### src/rtl/uart_rx_fifo_pkg.sv
// Shared types and helpers for the UART receiver with integrated receive FIFO.
// Optional parity support is enabled elsewhere by defining UART_RX_PARITY_EN.
package uart_pkg;

  // Nominal 25 MHz clock with a 17280 ns bit period.
  localparam int CLKS_PER_BIT_DEFAULT = 432;

  // Receiver states; PARITY is only reachable when parity support is compiled in.
  typedef enum logic [2:0] {
    IDLE      = 3'd0,
    START     = 3'd1,
    DATA      = 3'd2,
    PARITY    = 3'd3,
    STOP      = 3'd4,
    WAIT_IDLE = 3'd5
  } rx_state_t;

  // Ceiling log2, used for sizing counters and pointers (clog2(1) == 0).
  function automatic int clog2(input int value);
    int result;
    int rem;
    result = 0;
    rem    = value - 1;
    while (rem > 0) begin
      result = result + 1;
      rem    = rem >> 1;
    end
    return result;
  endfunction

endpackage

### src/rtl/uart_rx_fifo_if.sv
// Read-side bus of the UART receive FIFO plus receiver status pulses.
// parity_err exists only when UART_RX_PARITY_EN is defined.
//
// Handshake: the FIFO is first-word fall-through. rd_data is the head word and
// is valid whenever empty==0. Asserting rd_en in a cycle with empty==0 consumes
// that head word at the next rising edge; rd_en while empty==1 is ignored.
interface uart_rx_fifo_if #(
  parameter int DATA_BITS  = 8,
  parameter int FIFO_DEPTH = 16
);
  import uart_pkg::*;

  localparam int CW = clog2(FIFO_DEPTH) + 1;

  logic                 rd_en;
  logic [DATA_BITS-1:0] rd_data;
  logic                 empty;
  logic                 full;
  logic [CW-1:0]        count;
  logic                 frame_err;
  logic                 overrun;
  logic                 rx_busy;
`ifdef UART_RX_PARITY_EN
  logic                 parity_err;
`endif
  // Receiver FSM state, exposed for observation.
  rx_state_t            state;

`ifdef UART_RX_PARITY_EN
  modport master (
    input  rd_en,
    output rd_data, empty, full, count, frame_err, overrun, rx_busy, parity_err, state
  );
  modport slave (
    output rd_en,
    input  rd_data, empty, full, count, frame_err, overrun, rx_busy, parity_err, state
  );
`else
  modport master (
    input  rd_en,
    output rd_data, empty, full, count, frame_err, overrun, rx_busy, state
  );
  modport slave (
    output rd_en,
    input  rd_data, empty, full, count, frame_err, overrun, rx_busy, state
  );
`endif

endinterface

### src/rtl/uart_rx_fifo_sync_fifo.sv
// First-word fall-through synchronous FIFO. Write is refused when full unless a
// pop happens in the same cycle; the caller derives any overrun indication.
module sync_fifo
  import uart_pkg::*;
#(
  parameter  int DATA_WIDTH = 8,
  parameter  int DEPTH      = 16,
  localparam int AW         = clog2(DEPTH),
  localparam int CW         = AW + 1
) (
  input  logic                  clk,
  input  logic                  rst,
  input  logic                  wr_en,
  input  logic [DATA_WIDTH-1:0] wr_data,
  input  logic                  rd_en,
  output logic [DATA_WIDTH-1:0] rd_data,
  output logic                  empty,
  output logic                  full,
  output logic [CW-1:0]         count
);

  logic [DATA_WIDTH-1:0] mem [DEPTH];
  logic [AW-1:0]         wr_ptr;
  logic [AW-1:0]         rd_ptr;
  logic                  do_wr;
  logic                  do_rd;

  assign empty = (count == '0);
  assign full  = (count == CW'(DEPTH));
  assign do_rd = rd_en && !empty;
  // A simultaneous pop frees the slot, so a full FIFO still accepts the write.
  assign do_wr = wr_en && (!full || do_rd);
  // Head word is forced to zero while empty so the output is defined after reset.
  assign rd_data = empty ? '0 : mem[rd_ptr];

  // Storage array; contents are only meaningful between the pointers.
  always_ff @(posedge clk) begin
    if (do_wr) begin
      mem[wr_ptr] <= wr_data;
    end
  end

  // Pointers wrap naturally because DEPTH is a power of two.
  always_ff @(posedge clk) begin
    if (rst) begin
      wr_ptr <= '0;
      rd_ptr <= '0;
      count  <= '0;
    end else begin
      if (do_wr) begin
        wr_ptr <= wr_ptr + 1'b1;
      end
      if (do_rd) begin
        rd_ptr <= rd_ptr + 1'b1;
      end
      case ({do_wr, do_rd})
        2'b10:   count <= count + 1'b1;
        2'b01:   count <= count - 1'b1;
        default: count <= count;
      endcase
    end
  end

endmodule

### src/rtl/uart_rx_fifo.sv
// UART receiver (start + DATA_BITS + optional parity + STOP_BITS, LSB first)
// feeding a first-word fall-through receive FIFO.
// Define UART_RX_PARITY_EN to add the parity bit, PARITY_ODD and parity_err.
module uart_rx_fifo
  import uart_pkg::*;
#(
  parameter int CLKS_PER_BIT = CLKS_PER_BIT_DEFAULT,
  parameter int DATA_BITS    = 8,
  parameter int STOP_BITS    = 1,
  parameter int FIFO_DEPTH   = 16
`ifdef UART_RX_PARITY_EN
  ,
  parameter int PARITY_ODD   = 0
`endif
) (
  input  logic           clk,
  input  logic           rst,
  input  logic           rxd,
  uart_rx_fifo_if.master bus
);

  localparam int CNT_W = clog2(CLKS_PER_BIT);
  localparam int CW    = clog2(FIFO_DEPTH) + 1;

  localparam logic [CNT_W-1:0] HALF_CNT  = CNT_W'(CLKS_PER_BIT / 2);
  localparam logic [CNT_W-1:0] LAST_CNT  = CNT_W'(CLKS_PER_BIT - 1);
  localparam logic [3:0]       LAST_DATA = 4'(DATA_BITS - 1);
  localparam logic [3:0]       LAST_STOP = 4'(STOP_BITS - 1);

  // Synchroniser and FSM state
  logic                 rx_meta;
  logic                 rxs;
  rx_state_t            state;
  rx_state_t            state_n;
  logic [CNT_W-1:0]     bit_cnt;
  logic [CNT_W-1:0]     cnt_n;
  logic [3:0]           bit_idx;
  logic [3:0]           idx_n;
  logic [DATA_BITS-1:0] shift_q;
  logic [DATA_BITS-1:0] shift_n;
  logic                 par_bad;
  logic                 par_bad_n;
  logic                 push_n;
  logic                 ferr_n;
`ifdef UART_RX_PARITY_EN
  logic                 perr_n;
  logic                 parity_err_q;
`endif

  // Registered outputs toward the FIFO and status pulses
  logic                 wr_en_q;
  logic [DATA_BITS-1:0] wr_data_q;
  logic                 frame_err_q;
  logic                 overrun_q;

  // FIFO side
  logic [DATA_BITS-1:0] fifo_rd_data;
  logic                 fifo_empty;
  logic                 fifo_full;
  logic [CW-1:0]        fifo_count;

  // Two-flop synchroniser on the asynchronous line, preset to the idle level.
  always_ff @(posedge clk) begin
    if (rst) begin
      rx_meta <= 1'b1;
      rxs     <= 1'b1;
    end else begin
      rx_meta <= rxd;
      rxs     <= rx_meta;
    end
  end

  // FSM state, bit timer, index counter and shift register.
  always_ff @(posedge clk) begin
    if (rst) begin
      state   <= IDLE;
      bit_cnt <= '0;
      bit_idx <= '0;
      shift_q <= '0;
      par_bad <= 1'b0;
    end else begin
      state   <= state_n;
      bit_cnt <= cnt_n;
      bit_idx <= idx_n;
      shift_q <= shift_n;
      par_bad <= par_bad_n;
    end
  end

  // Next-state logic: mid-bit sampling, word assembly and error detection.
  always_comb begin
    state_n   = state;
    cnt_n     = bit_cnt + 1'b1;
    idx_n     = bit_idx;
    shift_n   = shift_q;
    par_bad_n = par_bad;
    push_n    = 1'b0;
    ferr_n    = 1'b0;
`ifdef UART_RX_PARITY_EN
    perr_n    = 1'b0;
`endif
    case (state)
      IDLE: begin
        cnt_n     = '0;
        idx_n     = '0;
        par_bad_n = 1'b0;
        if (!rxs) begin
          state_n = START;
        end
      end
      START: begin
        // Restarting the timer at mid start bit puts later samples mid-bit.
        if (bit_cnt == HALF_CNT) begin
          cnt_n   = '0;
          state_n = rxs ? IDLE : DATA;
        end
      end
      DATA: begin
        if (bit_cnt == LAST_CNT) begin
          cnt_n   = '0;
          shift_n = {rxs, shift_q[DATA_BITS-1:1]};
          if (bit_idx == LAST_DATA) begin
            idx_n = '0;
`ifdef UART_RX_PARITY_EN
            state_n = PARITY;
`else
            state_n = STOP;
`endif
          end else begin
            idx_n = bit_idx + 1'b1;
          end
        end
      end
`ifdef UART_RX_PARITY_EN
      PARITY: begin
        // Data plus parity bit must have even (or odd) total weight.
        if (bit_cnt == LAST_CNT) begin
          cnt_n   = '0;
          state_n = STOP;
          if ((^shift_q ^ rxs) != 1'(PARITY_ODD)) begin
            par_bad_n = 1'b1;
            perr_n    = 1'b1;
          end
        end
      end
`endif
      STOP: begin
        if (bit_cnt == LAST_CNT) begin
          cnt_n = '0;
          if (!rxs) begin
            ferr_n  = 1'b1;
            state_n = WAIT_IDLE;
          end else if (bit_idx == LAST_STOP) begin
            push_n  = !par_bad;
            state_n = IDLE;
          end else begin
            idx_n = bit_idx + 1'b1;
          end
        end
      end
      WAIT_IDLE: begin
        // A held-low line (break) must return high before a new frame starts.
        cnt_n = '0;
        if (rxs) begin
          state_n = IDLE;
        end
      end
      default: begin
        cnt_n   = '0;
        state_n = IDLE;
      end
    endcase
  end

  // Push request and status pulses, each registered for exactly one cycle.
  always_ff @(posedge clk) begin
    if (rst) begin
      wr_en_q     <= 1'b0;
      wr_data_q   <= '0;
      frame_err_q <= 1'b0;
      overrun_q   <= 1'b0;
    end else begin
      wr_en_q     <= push_n;
      wr_data_q   <= shift_q;
      frame_err_q <= ferr_n;
      overrun_q   <= wr_en_q && fifo_full && !bus.rd_en;
    end
  end

`ifdef UART_RX_PARITY_EN
  // Parity mismatch pulse, raised at the parity sample.
  always_ff @(posedge clk) begin
    if (rst) begin
      parity_err_q <= 1'b0;
    end else begin
      parity_err_q <= perr_n;
    end
  end
  assign bus.parity_err = parity_err_q;
`endif

  sync_fifo #(
    .DATA_WIDTH (DATA_BITS),
    .DEPTH      (FIFO_DEPTH)
  ) u_fifo (
    .clk     (clk),
    .rst     (rst),
    .wr_en   (wr_en_q),
    .wr_data (wr_data_q),
    .rd_en   (bus.rd_en),
    .rd_data (fifo_rd_data),
    .empty   (fifo_empty),
    .full    (fifo_full),
    .count   (fifo_count)
  );

  assign bus.rd_data   = fifo_rd_data;
  assign bus.empty     = fifo_empty;
  assign bus.full      = fifo_full;
  assign bus.count     = fifo_count;
  assign bus.frame_err = frame_err_q;
  assign bus.overrun   = overrun_q;
  assign bus.rx_busy   = (state == START) || (state == DATA) ||
                         (state == PARITY) || (state == STOP);
  assign bus.state     = state;

endmodule

### src/flat_wrapper.sv
// flat-port wrapper written by rule: the top's interface ports become plain ports
module uart_rx_fifo_flat import uart_pkg::*;
#(
  parameter int CLKS_PER_BIT = CLKS_PER_BIT_DEFAULT,
  parameter int DATA_BITS    = 8,
  parameter int STOP_BITS    = 1,
  parameter int FIFO_DEPTH   = 16

)
  (clk, rst, rxd, bus_rd_en, bus_rd_data, bus_empty, bus_full, bus_count, bus_frame_err, bus_overrun, bus_rx_busy, bus_state);
  uart_rx_fifo_if #(.DATA_BITS(DATA_BITS), .FIFO_DEPTH(FIFO_DEPTH)) bus_i ();
  input  logic clk;
  input  logic rst;
  input  logic rxd;
  input wire logic [$bits(bus_i.rd_en)-1:0] bus_rd_en;
  output wire logic [$bits(bus_i.rd_data)-1:0] bus_rd_data;
  output wire logic [$bits(bus_i.empty)-1:0] bus_empty;
  output wire logic [$bits(bus_i.full)-1:0] bus_full;
  output wire logic [$bits(bus_i.count)-1:0] bus_count;
  output wire logic [$bits(bus_i.frame_err)-1:0] bus_frame_err;
  output wire logic [$bits(bus_i.overrun)-1:0] bus_overrun;
  output wire logic [$bits(bus_i.rx_busy)-1:0] bus_rx_busy;
  output wire logic [$bits(bus_i.state)-1:0] bus_state;
  assign bus_i.rd_en = bus_rd_en;
  assign bus_rd_data = bus_i.rd_data;
  assign bus_empty = bus_i.empty;
  assign bus_full = bus_i.full;
  assign bus_count = bus_i.count;
  assign bus_frame_err = bus_i.frame_err;
  assign bus_overrun = bus_i.overrun;
  assign bus_rx_busy = bus_i.rx_busy;
  assign bus_state = bus_i.state;
  uart_rx_fifo #(.CLKS_PER_BIT(CLKS_PER_BIT), .DATA_BITS(DATA_BITS), .STOP_BITS(STOP_BITS), .FIFO_DEPTH(FIFO_DEPTH)) u_core (.clk(clk), .rst(rst), .rxd(rxd), .bus(bus_i));
endmodule
### config.mk
export PLATFORM = sky130hd
export DESIGN_NAME = uart_rx_fifo_flat
export DESIGN_NICKNAME = d
export VERILOG_FILES = /design/src/rtl/uart_rx_fifo_pkg.sv /design/src/rtl/uart_rx_fifo_if.sv /design/src/rtl/uart_rx_fifo_sync_fifo.sv /design/src/rtl/uart_rx_fifo.sv /design/src/flat_wrapper.sv
export SDC_FILE = /design/constraint.sdc
export NUM_CORES = 1
export LEC_CHECK = 0
export BUFFER_PORTS_ARGS = -buffer_cell sky130_fd_sc_hd__buf_2
export CORE_MARGIN = 5
export CORE_UTILIZATION = 50
export CTS_CLUSTER_SIZE = 12
export DETAILED_ROUTE_END_ITERATION = 10
export GPL_ROUTABILITY_DRIVEN = 0
export PLACE_DENSITY_LB_ADDON = 0.15
export SLEW_MARGIN = 20
export SYNTH_ARGS = -nofsm -noshare
export SYNTH_HDL_FRONTEND = slang
export SYNTH_SLANG_ARGS = --single-unit
### constraint.sdc
create_clock -name clk -period 2.7 [get_ports clk]
set_input_delay 0.27 -clock clk [delete_from_list [all_inputs] [get_ports clk]]
set_output_delay 0.27 -clock clk [all_outputs]
set_load 0.03 [all_outputs]
==> summary.md, run 1 <==
| Metric | Value |
|---|---|
| Startpoint Class | `flip-flop` |
| Drt drc | `0` |
| Via count | `3836` |
| Synth Flop Type | `edfxtp_1` |
| Initial Util | `50.5%` |
| Final Critical Period | `2650 ps` |
| Final #Nets | `516` |
| Cell Count, Final, Fillers Out | `698` |
| Worst EP required | `2430 ps` |
| Die Y | `131 µm` |
| Synth Area per Inst | `16.1 µm²` |
| Crit path kind | `reg2out` |
| Critical path peak fanout | `16` |
| CTS clk-pin slew, worst paths | `60 ps` |
| Clk_skew | `6.28 ps` |
| Post-synth net total | `467` |
| H-tree levels | `4` |
| Maximum clock insertion buffer count | `2` |
| Gate Count Post-Synth | `452` |
| RSZ-0062 raised after global routing | `yes` |
| Routed WL per cell | `19.5 µm` |
| Postcts setup bufs | `0` |
| Synthesis-to-finish area growth | `16.0%` |
| Crit end category | `output port` |
| CTS tree | `yes` |
| Layout cells sized above 1 | `25.1%` |
| Initial antenna violation count | `0` |
| Ys Warns | `0` |
| Grt ovf | `0` |
| Initial DRT Pass Iterations | `4` |
| Fin. max-slew vios | `0` |
| Synth Register Bits | `182` |
| Worst setup margin | `52.8 ps` |
| Final period utilization | `98.0%` |
| # IOs | `25` |
| Width of the die | `131 µm` |
| Post-DRT Antenna Nets | `0` |
| Status | `complete, no violations` |
| Sequential element share of the synthesized area | `67.8%` |
| Hold Vio Cnt, Final | `0` |
| CTS Buf Count | `17` |
| Clock Sink Count | `182` |
| Post-Route WL | `13600 µm` |
| Max_cap viols | `0` |
| First-pass GRT wire length | `21600 µm` |
| Later-pin clock latency in the skew report | `420 ps` |
| Slew HR | `32.6%` |
| Fmax achieved | `378 MHz` |
| Placed cell count | `664` |
| Worst slew pin tran | `1010 ps` |
| Worst Hold Class | `in2reg` |
| Leak | `3.09 nW` |
| Worst Path Arrival | `2380 ps` |
| Synth Cell Area | `7260 µm²` |
| Pin count of the biggest net entering global routing | `37` |
| Buffers added on ports | `24` |
| DR iter-0 viols | `230` |
| Synth cell types | `54` |
| VDD IR-drop max | `0.000451 V` |
| Vias per cell | `5.50` |
| Most frequent cells in the layout | `edfxtp_1 (128), dfxtp_1 (53), nor2_1 (43)` |
| Synth async-reset ratio | `0%` |
| DP Worst Slack | `317 ps` |
| Most common cell after layout, fill and taps aside | `edfxtp_1` |
| Vias in the first global route | `3923` |
| DP HPWL | `8690 µm` |
| Row cnt | `44` |
| Antenna diodes | `0` |
| Core Footprint | `14400 µm²` |
| Post-synth EDFFs | `128` |
| Total Die Area | `17000 µm²` |
| Worst hold margin | `32.8 ps` |
| GRT Total Usage | `17.4%` |
| Pwr Density | `684 nW/µm²` |
| Root Buffer | `clkbuf_16` |
| Endpoints failing setup | `0` |
==> cell usage after synthesis, drive strengths merged, types with 2 or more instances <==
cell type | n | area (µm²)
edfxtp | 128 | 3840
dfxtp | 54 | 1080
nor2 | 43 | 161
mux4 | 40 | 901
nor2b | 21 | 131
nand2 | 16 | 67.6
a21oi | 13 | 65.1
buf | 13 | 88.8
inv | 12 | 45.0
ha | 11 | 138
nand3 | 9 | 45.0
xnor2 | 9 | 78.8
nor3 | 8 | 40.0
xor2 | 8 | 70.1
clkbuf | 6 | 22.5
o21ai | 6 | 33.8
o22a | 6 | 52.6
nand2b | 5 | 31.3
or2 | 5 | 31.3
mux2i | 4 | 40.0
nand4 | 3 | 25.0
a211oi | 2 | 15.0
a31oi | 2 | 12.5
and3 | 2 | 12.5
o21a | 2 | 15.0
o32ai | 2 | 25.0
or3 | 2 | 12.5
==> final timing paths <==
path	from	to	slack, ps	cells past startpoint
setup / recovery	flip-flop	bus_rd_data[6]	50	5
hold / removal	rxd	u_core.rx_meta	30	2
setup reg to reg	u_core.u_fifo.count[1]	u_core.u_fifo.count[4]	270	8
hold reg to reg	u_core.rx_meta	u_core.rxs	420	1
==> repair_timing <==
item                                    CTS  global route
hold buffers                              0             0
endpoints found under the setup margin    7             8
gates cloned                              2             0
pin swaps                                 0             0
gates resized for setup                   3             4
==> worst max-delay path, cell delays in order, from the launching register on <==
cell and delay (ps):
dfxtp_4 430, buf_16 200, mux4_2 510, mux4_2 490
nor2b_1 140, buf_2 170
==> layout make-up <==
type | count | area, µm²
Tap cell | 184 | 230
Timing Repair Buffer | 49 | 378
Fill cell | 1102 | 5940
Clock inverter | 9 | 196
Inverter | 12 | 45.0
Multi-Input combinational cell | 239 | 2180
Clock buffer | 23 | 468
Sequential cell | 182 | 4930
==> power breakdown <==
part / switching [mW] / total (mW) / internal (mW)
clock network: 0.959 / 2.74 / 1.78
logic: 0.0424 / 0.0660 / 0.0236
registers: 0.00620 / 2.96 / 2.95
==> registers in the layout (all words and copies together), names as in the netlist, 3 cells and up, named ones only <==
signal and flops:
u_core.shift_q 8, u_core.u_fifo.mem 128, u_core.u_fifo.count 5, u_core.bit_idx 4, u_core.wr_data_q 8, u_core.u_fifo.wr_ptr 4, u_core.bus.state 3, u_core.bit_cnt 9
u_core.u_fifo.rd_ptr 4
==> layer usage <==
| metal | GRT usage, % | routed length (µm) |
|---|---|---|
| met5 | 0 | 0 |
| met4 | 6.23 | 189 |
| met3 | 3.74 | 490 |
| met2 | 28.9 | 6800 |
| met1 | 22.8 | 6140 |
==> kinds of logic (layout without fill, tap and decap cells) <==
group	after synthesis	in the layout	synth area share, %
AOI/OAI and AO/OA	42	42	4.08
xor gates and xnor gates	17	17	2.05
adders and majority gates	11	11	1.90
buffers and inverters	31	93	2.15
DFF	182	182	67.8
muxes	44	44	13.0
and+or+nand+nor	125	125	9.05
==> stage by stage <==
stage	setup TNS (ps)	utilization, %	total power, mW	area (µm²)
final	0	58.6	5.76	8430
after floorplan	0	-	3.07	7260
after global placement	0	53.6	3.08	7700
after global routing	-154	58.6	5.96	8430
after detailed placement	0	53.6	3.08	7700
after CTS	0	58.6	5.81	8420
Power figures use the tool's default switching activity.
==> inputs of run 2 (changes only) <==
- CTS_CLUSTER_DIAMETER: unset -> 60
- PLACE_DENSITY: unset -> 0.66
- PLACE_DENSITY_LB_ADDON: 0.15 -> unset
==> summary.md, run 2 (synthesized netlist as in run 1, its figures left out) <==
| Metric | Value |
|---|---|
| Status | `complete, no violations` |
| Post-Route WL | `13600 µm (-0.29%)` |
| Clock Sink Count | `182 (unchanged)` |
| Final period utilization | `99.1% (+1.1 points)` |
| Antenna diodes | `0 (unchanged)` |
| Routed WL per cell | `19.4 µm (-0.44%)` |
| VDD IR-drop max | `0.000541 V (+20%)` |
| Final core area utilization | `58.2% (-0.45 points)` |
| Fillers | `1098 (-0.36%)` |
| First-pass GRT wire length | `21800 µm (+0.70%)` |
| Most common cell after layout, fill and taps aside | `edfxtp_1` |
| Clk_skew | `7.28 ps (+1.01 ps)` |
| Total chip power | `5.33 mW (-7.6%)` |
| Post-DRT Antenna Nets | `0 (unchanged)` |
| DP HPWL | `8850 µm (+1.7%)` |
| Endpoints failing setup | `0 (unchanged)` |
| Final #Nets | `518 (+0.39%)` |
| Synthesis-to-finish area growth | `15.1%` |
| Worst EP required | `2430 ps (about the same)` |
| Area of the multi-input gates | `2190 µm² (+0.23%)` |
| Root Buffer | `clkbuf_16` |
| Core Footprint | `14400 µm² (unchanged)` |
| Max_cap viols | `0 (unchanged)` |
| # IOs | `25 (unchanged)` |
| Die Y | `131 µm (unchanged)` |
| Worst Hold Class | `in2reg` |
| CTS clk-pin slew, worst paths | `60 ps (about the same)` |
| Row cnt | `44 (unchanged)` |
| Critical path peak fanout | `8 (-8)` |
| Width of the die | `131 µm (unchanged)` |
| Most frequent cells in the layout | `edfxtp_1 (128), dfxtp_1 (53), nor2_1 (43)` |
| Buffers added on ports | `24 (unchanged)` |
| Via count | `3852 (+0.42%)` |
| Total Die Area | `17000 µm² (unchanged)` |
| Worst setup margin | `23.2 ps (-29.7 ps)` |
| Initial antenna violation count | `0 (unchanged)` |
| Fmax achieved | `374 MHz (-1.1%)` |
| RSZ-0062 raised after global routing | `yes` |
| Final setup TNS | `0 ps (unchanged)` |
| Max FFs per register | `128 (unchanged)` |
| Maximum clock insertion buffer count | `2 (unchanged)` |
| DP Worst Slack | `303 ps (-14.4 ps)` |
| Initial Util | `50.5% (unchanged)` |
| Slew HR | `36.7% (+4.1 points)` |
| Postcts setup bufs | `0 (unchanged)` |
| Leak | `3.05 nW (-1.3%)` |
| Grt ovf | `0 (unchanged)` |
| FF+latch area | `4930 µm² (unchanged)` |
| Worst Path Arrival | `2410 ps (+30 ps)` |
| Pin count of the biggest net entering global routing | `37 (unchanged)` |
| Later-pin clock latency in the skew report | `420 ps (about the same)` |
| Layout cells sized above 1 | `25.6% (+0.53 points)` |
| Pwr Density | `637 nW/µm² (-6.9%)` |
| CTS Buf Count | `17 (unchanged)` |
| Worst slew pin tran | `946 ps (-61.0 ps)` |
| H-tree levels | `4 (unchanged)` |
| Top flop regs | `u_core.u_fifo.mem: 128 flops, u_core.bit_cnt: 9 flops` |
| Biggest register | `u_core.u_fifo.mem` |
| Vias per cell | `5.51 (+0.27%)` |
| GRT Total Usage | `17.4% (+0.051 points)` |
| Drt drc | `0 (unchanged)` |
| CTS tree | `yes` |
| Initial DRT Pass Iterations | `4 (unchanged)` |
| Crit path kind | `reg2out` |
| Hold Vio Cnt, Final | `0 (unchanged)` |
| Crit end category | `output port` |
| Final Critical Period | `2680 ps (+29.7 ps)` |
| Fin. max-slew vios | `0 (unchanged)` |
| DR iter-0 viols | `277 (+20%)` |
| Vias in the first global route | `4062 (+3.5%)` |
| Startpoint Class | `flip-flop` |
==> run 2: worst max-delay path, cell delays in order, from the launching register on <==
cell and delay [ps]:
dfxtp_4 450, clkbuf_16 200, mux4_2 520, mux4_2 490, nor2b_1 150, buf_2 180
==> run 2: worst paths after layout <==
kind,to,startpoint,slack (ps),cells past startpoint
worst max-delay path,bus_rd_data[6],flip-flop,20,5
worst min-delay path,u_core.rx_meta,rxd,40,2
worst max register to register,u_core.u_fifo.count[4],u_core.u_fifo.count[1],280,8
worst min register to register,u_core.rxs,u_core.rx_meta,430,1
==> run 2: what timing repair did <==
item                                    4_1_cts  5_1_grt
hold buffers                                  0        0
endpoints found under the setup margin        6        8
gates resized for setup                       3       14
pin swaps                                     0        0
gates cloned                                  2        1
==> run 2: layout make-up <==
| cell class | count | share of cell area, % |
|---|---|---|
| multi-input combinational | 239 | 26.1 |
| timing repair buffer | 51 | 5.09 |
| sequential | 182 | 58.9 |
| tap | 184 | 2.75 |
| inverter | 12 | 0.539 |
| clock buffer | 20 | 5.22 |
| clock inverter | 11 | 1.32 |
==> run 2: stage by stage <==
step           std cells  area, µm²  hold WS (ps)
2_1_floorplan        452       7260           353
3_3_place_gp         665       7710           401
3_5_place_dp         665       7710           399
4_1_cts              698       8310          20.8
5_1_grt              699       8360          46.6
6_report             699       8360          44.9
==> run 2: per-layer routing <==
layer	global-route usage (%)	up-vias	wire length, µm	part of all wire [%]
li1	-	1831	-	-
met1	21.7	1929	5800	43
met2	29.8	81	7000	52
met3	3.58	11	625	4.6
met4	7.14	0	154	1.1
met5	0	-	0	0
==> run 2: report_power, final <==
part,internal [mW],switching [mW]
Combinational,0.0251,0.0435
Sequential,2.95,0.00657
Clock,1.34,0.959
==> inputs of run 3 (changes only) <==
- CORE_UTILIZATION: 50 -> 33
- PLACE_DENSITY: 0.66 -> unset
- SYNTH_HIERARCHICAL: unset -> 1
==> summary.md, run 3 <==
| Metric | Value |
|---|---|
| GRT Total Usage | `12.0% (-5.5 points)` |
| Endpoints failing setup | `0 (unchanged)` |
| # IOs | `25 (unchanged)` |
| Core Footprint | `22600 µm² (+57%)` |
| Synth Area per Inst | `15.4 µm² (-4.2%)` |
| Antenna diodes | `0 (unchanged)` |
| Initial antenna violation count | `0 (unchanged)` |
| Total chip power | `7.70 mW (+45%)` |
| Worst Hold Class | `in2reg` |
| Internal Pwr Total | `5.18 mW (+20%)` |
| Synthesis-to-finish area growth | `15.5%` |
| Grt ovf | `0 (unchanged)` |
| Worst Path Arrival | `2860 ps (+450 ps)` |
| Maximum clock insertion buffer count | `2 (unchanged)` |
| VDD IR-drop max | `0.000712 V (+31%)` |
| Pwr Density | `886 nW/µm² (+39%)` |
| Post-synth EDFFs | `128 (unchanged)` |
| Most common cell after layout, fill and taps aside | `edfxtp_1` |
| Routed WL per cell | `18.1 µm (-6.8%)` |
| Placed cell count | `794 (+19%)` |
| DR iter-0 viols | `300 (+8.3%)` |
| Worst slew pin tran | `688 ps (-259 ps)` |
| Fin. max-slew vios | `0 (unchanged)` |
| H-tree levels | `4 (unchanged)` |
| Slew HR | `54.1% (+17 points)` |
| Later-pin clock latency in the skew report | `420 ps (about the same)` |
| Final setup TNS | `0 ps (unchanged)` |
| Width of the die | `161 µm (+23%)` |
| Most frequent cells in the layout | `edfxtp_1 (128), dfxtp_1 (52), nor2_1 (36)` |
| Buffers added on ports | `24 (unchanged)` |
| Combinational share of power | `27.9% (+27 points)` |
| Max FFs per register | `128 (unchanged)` |
| RSZ-0062 raised after global routing | `no` |
| Critical path peak fanout | `11 (+3)` |
| Yosys top cell by area | `edfxtp_1` |
| Synth Register Bits | `182 (unchanged)` |
| Status | `complete, no violations` |
| Synth Flop Type | `edfxtp_1` |
| Worst EP required | `3000 ps (+570 ps)` |
| Net load switching power | `2.52 mW (+150%)` |
| Max_cap viols | `0 (unchanged)` |
| Die Y | `161 µm (+23%)` |
| Flop pwr share | `40.6% (-15 points)` |
| Vias per cell | `5.13 (-6.9%)` |
| Initial DRT Pass Iterations | `4 (unchanged)` |
| Post-DRT Antenna Nets | `0 (unchanged)` |
| Pin count of the biggest net entering global routing | `27 (-27%)` |
| Largest cells by area after synthesis | `edfxtp_1 (51%), dfxtp_1 (14%), mux4_2 (9.6%)` |
| Synth cell types | `64 (+19%)` |
| Post-Route WL | `15100 µm (+11%)` |
| Layout cells sized above 1 | `26.0% (+0.42 points)` |
| Leak | `2.71 nW (-11%)` |
| Post-synth top area share | `51.0% (-1.9 points)` |
| First-pass GRT wire length | `24100 µm (+10%)` |
| Initial Util | `33.4% (-17 points)` |
| Hold_buf cts | `0 (unchanged)` |
| CTS tree | `yes` |
| Fmax achieved | `390 MHz (+4.4%)` |
| Ys Warns | `6 (+6)` |
| Final core area utilization | `38.5% (-20 points)` |
| DP HPWL | `9880 µm (+12%)` |
| CTS clk-pin slew, worst paths | `70 ps (about the same)` |
| Synth async-reset ratio | `0% (unchanged)` |
| Clock Sink Count | `182 (unchanged)` |
| Total Die Area | `25900 µm² (+52%)` |
| Row cnt | `55 (+25%)` |
| Top flop regs | `u_core/u_fifo/mem: 128 flops, u_core/bit_cnt: 9 flops` |
| Clock power frac | `31.5% (-12 points)` |
| Startpoint Class | `flip-flop` |
| Most frequent cell after synthesis | `edfxtp_1` |
| CTS Buf Count | `17 (unchanged)` |
| Final period utilization | `95.0% (-4.1 points)` |
| Vias in the first global route | `4300 (+5.9%)` |
| Crit path kind | `reg2reg` |
| Drt drc | `0 (unchanged)` |
| Final #Nets | `553 (+6.8%)` |
| Worst hold margin | `37.1 ps (-7.84 ps)` |
| Crit end category | `flip-flop` |
| Sw Ratio | `32.7% (+14 points)` |
| Sequential element share of the synthesized area | `65.4% (-2.4 points)` |
| Final Critical Period | `2560 ps (-112 ps)` |
| Synth Cell Area | `7530 µm² (+3.7%)` |
| Hold Vio Cnt, Final | `0 (unchanged)` |
| Via count | `4279 (+11%)` |
| Clk_skew | `6.69 ps (-0.591 ps)` |
| Biggest register | `u_core/u_fifo/mem` |
| Post-synth net total | `506 (+8.4%)` |
| Synth cell count leaders | `edfxtp_1 (128), dfxtp_1 (54), nor2_1 (36)` |
| Cell Count, Final, Fillers Out | `834 (+19%)` |
| Gate Count Post-Synth | `489 (+8.2%)` |
| Root Buffer | `clkbuf_16` |
==> run 3: path summary, 6_finish.rpt <==
path | slack, ps | endpoint | start | cells after the start
setup / recovery | 140 | u_core/u_fifo/count[4] | u_core/u_fifo/count[3] | 8
hold / removal | 40 | u_core/rx_meta | rxd | 2
setup reg to reg | 140 | u_core/u_fifo/count[4] | u_core/u_fifo/count[3] | 8
hold reg to reg | 420 | u_core/rxs | u_core/rx_meta | 1
==> run 3: routing by layer <==
layer	vias to the layer above	track usage, %	part of all wire [%]
li1	1974	-	-
met1	2154	17.0	47
met2	134	18.4	47
met3	17	2.86	5.4
met4	0	3.45	1.1
met5	-	0	0
==> run 3: kinds of logic (layout without fill, tap and decap cells) <==
kind of cell / count (synthesis) / after routing / share of synthesized area, %
compound gates: 61 / 61 / 6.61
fa+ha+maj: 13 / 13 / 2.26
flops: 182 / 182 / 65.4
xor+xnor: 13 / 13 / 1.51
simple gates: 128 / 128 / 9.99
mux: 47 / 47 / 11.6
buf+inv: 45 / 105 / 2.66
==> run 3: repair_timing <==
item | in CTS | in global routing
endpoints found under the setup margin | 6 | 5
gates resized for setup | 1 | 2
buffers inserted | 0 | 8
==> run 3: critical path: stages (launching register included) <==
cell and delay, ps:
dfxtp_1 360, or4_4 560, o21ai_2 180, inv_2 120, ha_1 330, nand2b_1 140, o2bb2ai_2 150, a2111oi_0 90
or4_1 510
==> run 3: power by group through the flow <==
stage | sequential, mW | clock (mW) | combinational [mW]
6_report | 3.12 | 2.43 | 2.15
5_1_grt | 3.13 | 2.60 | 2.33
4_1_cts | 3.13 | 2.47 | 2.09
3_5_place_dp | 3.19 | 0 | 2.09
3_3_place_gp | 3.18 | 0 | 2.01
2_1_floorplan | 3.20 | 0 | 1.50
==> run 3: final cells by class <==
cell class	instances	area [µm²]
multi-input combinational	262	2410
tap	285	357
inverter	19	71.3
clock buffer	17	425
clock inverter	15	154
sequential	182	4930
timing repair buffer	54	345
fill	2080	13900
==> run 3: metrics by stage <==
stage,worst slack [ps],area (µm²)
CTS,80.9,8630
finish,135,8690
global placement,237,8040
floorplan,64.6,7530
detailed placement,143,8040
global route,16.6,8690
